--- src/rtl/mcu_pkg.sv ---
// Shared MCU core definitions: PC width, return-stack depth and stack op decode.
package mcu_pkg;
  localparam int PC_WIDTH  = 11;
  localparam int RAS_DEPTH = 16;

  typedef enum logic [1:0] {HOLD, PUSH, POP, REPLACE} stk_op_t;
endpackage

--- src/rtl/stack_regfile.sv ---
// Return-stack storage: one synchronous write port, one asynchronous read port, no reset.
module stack_regfile
  import mcu_pkg::*;
#(
  parameter int WIDTH = PC_WIDTH,
  parameter int DEPTH = RAS_DEPTH,
  localparam int AW = $clog2(DEPTH)
) (
  input  logic             clk,
  input  logic             we,
  input  logic [AW-1:0]    waddr,
  input  logic [WIDTH-1:0] wdata,
  input  logic [AW-1:0]    raddr,
  output logic [WIDTH-1:0] rdata
);
  logic [DEPTH-1:0][WIDTH-1:0] mem;

  always_ff @(posedge clk) begin
    if (we) mem[waddr] <= wdata;
  end

  assign rdata = mem[raddr];
endmodule

--- src/rtl/call_stack.sv ---
// Parametrised return-address stack with count/full/empty status and sticky error flags.
// Define CALL_STACK_WRAP_EN for legacy circular overwrite on push while full.
module call_stack
  import mcu_pkg::*;
#(
  parameter int WIDTH = PC_WIDTH,
  parameter int DEPTH = RAS_DEPTH,
  localparam int AW = $clog2(DEPTH),
  localparam int CW = $clog2(DEPTH + 1)
) (
  input  logic             clk,
  input  logic             reset,
  input  logic             push,
  input  logic             pop,
  input  logic             clr_err,
  input  logic [WIDTH-1:0] stack_in,
  output logic [WIDTH-1:0] stack_out,
  output logic [CW-1:0]    count,
  output logic             empty,
  output logic             full,
  output logic             overflow,
  output logic             underflow
);
  stk_op_t          op;
  logic [AW-1:0]    ptr, ptr_n, waddr;
  logic [CW-1:0]    cnt, cnt_n;
  logic             we, ovf_set, unf_set;
  logic [WIDTH-1:0] rdata;

  assign empty = (cnt == CW'(0));
  assign full  = (cnt == CW'(DEPTH));
  assign count = cnt;

  // push+pop on an empty stack degenerates to a plain push
  always_comb begin
    op = HOLD;
    if (push && pop && !empty) op = REPLACE;
    else if (push)             op = PUSH;
    else if (pop)              op = POP;
  end

  always_comb begin
    we      = 1'b0;
    waddr   = ptr + AW'(1);
    ptr_n   = ptr;
    cnt_n   = cnt;
    ovf_set = 1'b0;
    unf_set = 1'b0;
    case (op)
      PUSH: begin
        if (!full) begin
          we    = 1'b1;
          ptr_n = ptr + AW'(1);
          cnt_n = cnt + CW'(1);
        end else begin
          ovf_set = 1'b1;
`ifdef CALL_STACK_WRAP_EN
          we    = 1'b1;
          ptr_n = ptr + AW'(1);
`endif
        end
      end
      POP: begin
        if (!empty) begin
          ptr_n = ptr - AW'(1);
          cnt_n = cnt - CW'(1);
        end else begin
          unf_set = 1'b1;
        end
      end
      REPLACE: begin
        we    = 1'b1;
        waddr = ptr;
      end
      default: ;
    endcase
  end

  always_ff @(posedge clk) begin
    if (!reset) begin
      ptr       <= AW'(DEPTH - 1);
      cnt       <= '0;
      overflow  <= 1'b0;
      underflow <= 1'b0;
    end else begin
      ptr       <= ptr_n;
      cnt       <= cnt_n;
      overflow  <= ovf_set | (overflow & ~clr_err);
      underflow <= unf_set | (underflow & ~clr_err);
    end
  end

  // writes are suppressed during reset so a held push cannot leak into the array
  stack_regfile #(.WIDTH(WIDTH), .DEPTH(DEPTH)) u_rf (
    .clk   (clk),
    .we    (we & reset),
    .waddr (waddr),
    .wdata (stack_in),
    .raddr (ptr),
    .rdata (rdata)
  );

  assign stack_out = empty ? '0 : rdata;
endmodule
--- config.mk ---
export PLATFORM = sky130hd
export DESIGN_NAME = call_stack
export DESIGN_NICKNAME = d
export VERILOG_FILES = /design/src/rtl/mcu_pkg.sv /design/src/rtl/stack_regfile.sv /design/src/rtl/call_stack.sv
export SDC_FILE = /design/constraint.sdc
export NUM_CORES = 1
export LEC_CHECK = 0
export BUFFER_PORTS_ARGS = -buffer_cell sky130_fd_sc_hd__buf_2
export CAP_MARGIN = 5
export CORE_ASPECT_RATIO = 0.5
export CORE_UTILIZATION = 60
export CTS_CLUSTER_DIAMETER = 200
export DETAILED_ROUTE_END_ITERATION = 6
export PLACE_DENSITY = 0.9
export RECOVER_POWER = 25
export SYNTH_ARGS = -nofsm -noshare
export SYNTH_HDL_FRONTEND = slang
export SYNTH_HIERARCHICAL = 1
export SYNTH_SLANG_ARGS = --single-unit
--- constraint.sdc ---
create_clock -name clk -period 3.7 [get_ports clk]
set_clock_uncertainty 0.15 [all_clocks]
set_input_delay 0.74 -clock clk [delete_from_list [all_inputs] [get_ports clk]]
set_output_delay 0.74 -clock clk [all_outputs]
set_load 0.005 [all_outputs]
==> reports/qor.yml <==
outcome:
  outcome: "complete, no violations"
drt:
  drt-met1-wl_um: 6870
  drc: 0
  wl_met2_um: 8680
  drt_iter0_markers: 539
  vias: 4389
  wl_per_cell_um: 27.9
  top_layer_used: "met4"
  ant_nets: 0
  wl_um: 18000
  route.met3.wl_um: 1850
  firstDrtPassIters: 5
  via_per_inst: 6.80
clocking:
  holdBufCountCts: 0
  cts_buffer_depth: 2
  cts_tree: "done"
  clk_pin_slew_ps: 70
  cts_setup_buffers: 0
  h-tree-depth: 4
  clock_sinks: 187
  clk_latency_ps: 440
  ctsResizeCount: 0
  cts-buffers-inserted: 17
  cts_root_buf: "clkbuf_16"
final_layout:
  fill_cells: 663
  layout-drive-gt1-share: 0.267
  diodes: 0
  final_cells: 645
  syn_to_final_growth_pct: 14.1
  seqCellArea_um2: 5510
  multi_input_area_um2: 2080
  final_nets: 489
  finish.utilization: 0.724
critical_path:
  cp-start-kind: "register"
  r2r_slack_ps: 570
  ff2ff_path_depth: 7
  path_class: "register to output pin"
  end_kind: "output pin"
  critical_path_arrival_ps: 2560
  r2r_end: "u_rf/mem[7]"
  reg2reg_from: "ptr[1]"
  path_max_fanout: 31
  cp.required_ps: 2810
sta:
  hold_violations: 0
  worst_pin_slew_ps: 787
  maxSlewViolCount: 0
  relSlewSlack: 0.475
  period_needed_ps: 3450
  setup_viol: 0
  rsz0062_at_grt: "no"
  layout_setup_ws_ps: 252
  min_period_over_period: 0.932
  timing.fmax_mhz: 290
  tns_ps: 0
die:
  die_w_um: 163
  rows: 28
  dieArea_um2: 13400
  die_y_um: 82.3
  fp.coreArea_um2: 12200
  ios: 36
  start_util: 0.634
synthesis:
  syn_area_per_cell_um2: 19.3
  synth_cell_type_count: 47
  syn_area_um2: 7730
  synth_sequential_area_ratio: 0.712
  synth.yosys.warnings: 6
  syn_nets: 423
  async_reset_ff_frac: 0
  synth-edff-count: 176
  synth_cells: 401
  synthFlopType: "edfxtp_1"
  ys_seq_elements: 187
min_path:
  hold_end: "overflow"
  worstHoldStart: "overflow"
  hold_depth: 2
  hp-class: "register to register"
place:
  place_congestion: 0.961
  dp_hpwl_um: 10700
  placed_cells: 613
  place_ws_ps: 631
  portBuffers: 35
global_route:
  track_usage: 0.287
  grt_pass1_vias: 4145
  grt_overflow: 0
  antenna_found_initial: 0
  grt_max_degree: 51
  grt_pass1_wl_um: 26100
power:
  sw_frac_of_total: 0.332
  seq_power_share: 0.416
  p_int_uw: 4350
  p_comb_frac: 0.308
  power_leakage_uw: 0.00309
  p_clk_frac: 0.276
  switchingPower_uw: 2160
  cellPowerDensity_nw_per_um2: 738
  vdd_ir_drop_max_mv: 0.592
run:
  maxCapViolations: 0
==> synthesized netlist by cell type (3+ instances only) <==
master    number  share of area
nor3_1         8         0.0052
xnor2_1        5         0.0057
a21oi_1        9         0.0058
ha_1           5         0.0081
a22oi_1       22          0.021
o21ai_0        7         0.0045
edfxtp_1     176           0.68
nand2b_1       6         0.0049
nor2b_1       15          0.012
clkbuf_1       4         0.0019
buf_2          4         0.0026
mux4_1        22          0.075
dfxtp_1       11          0.028
inv_1          7         0.0034
nand4_1        3         0.0024
nor2_1        19         0.0092
nand3_1        3         0.0019
nand2_1       17         0.0083
mux4_2        22          0.064
==> final cells by class <==
| cell class | instances | share of cell area |
|---|---|---|
| clock buffer | 17 | 0.0482 |
| clock inverter | 15 | 0.0190 |
| inverter | 7 | 0.00298 |
| multi-input combinational | 190 | 0.236 |
| sequential | 187 | 0.624 |
| tap | 165 | 0.0234 |
| timing repair buffer | 64 | 0.0462 |
==> worst max-delay path by stage <==
| stage | start | to | slack, ps | depth (start not counted) |
|---|---|---|---|---|
| 4_1_cts | ptr[1] | stack_out[0] | 270 | 6 |
| 6_report | ptr[1] | stack_out[0] | 250 | 6 |
| 5_1_grt | ptr[1] | stack_out[0] | 140 | 6 |
| 3_5_place_dp | push | count[4] | 630 | 8 |
| 2_1_floorplan | count[1] | u_rf/mem[0] | 490 | 5 |
| 3_3_place_gp | push | count[4] | 720 | 8 |
==> worst max-delay path, stage by stage, from the launching register on <==
cell	delay (ps)
dfxtp_2	840
buf_4	320
mux4_2	340
a22oi_1	210
nand2_1	100
nor2b_1	170
buf_2	140
==> power by group through the flow <==
stage | sequential, uW | combinational, uW | clock [uW]
final | 2710 | 2010 | 1790
after global routing | 2730 | 2130 | 1880
after CTS | 2710 | 1990 | 1800
after detailed placement | 2740 | 1940 | 0
after global placement | 2720 | 1870 | 0
after floorplan | 2680 | 1370 | 0
==> per-layer routing <==
layer | vias up | global-route usage
met5 | - | 0
met4 | 0 | 0.123
met3 | 57 | 0.0749
met2 | 326 | 0.472
met1 | 2227 | 0.372
li1 | 1779 | -
==> sequential cells by signal, summed over array words and instances (netlist names) <==
signal and flops:
count 5, overflow 1, ptr 4, u_rf/mem 176, underflow 1
==> cell usage in the layout, fill, tap and decap left out, types with 4 or more instances in the layout <==
master	Yosys	routed
inv_1	7	7
o21ai_0	7	7
clkbuf_16	0	17
edfxtp_1	176	176
xnor2_1	5	5
a21oi_1	9	9
ha_1	5	5
buf_2	4	27
nand2_1	17	17
dfxtp_1	11	9
mux4_2	22	22
clkinv_8	0	5
clkbuf_1	4	8
nor2b_1	15	15
inv_6	0	8
buf_4	2	27
mux4_1	22	22
nor3_1	8	4
a22oi_1	22	22
nand2b_1	6	6
nor3_2	0	4
nor2_1	19	19
==> cells by family (layout without fill, tap and decap cells) <==
family                   Yosys count  after routing  share of synthesized area
AO/OA/AOI/OAI                     48             48                     0.0461
multiplexers                      50             50                      0.148
XOR/XNOR                           6              6                    0.00680
AND/OR/NAND/NOR                   80             80                     0.0550
buffers and inverters             24            103                     0.0215
adder cells (fa/ha/maj)            6              6                     0.0107
flip-flops                       187            187                      0.712
==> through the flow <==
step,area [um^2],hold WS (ps),total power (uW)
floorplan,7730,311,4040
global placement,8240,305,4580
detailed placement,8240,311,4680
CTS,8830,324,6500
global route,8820,345,6730
finish,8820,320,6510
Power figures use the tool's default switching activity.
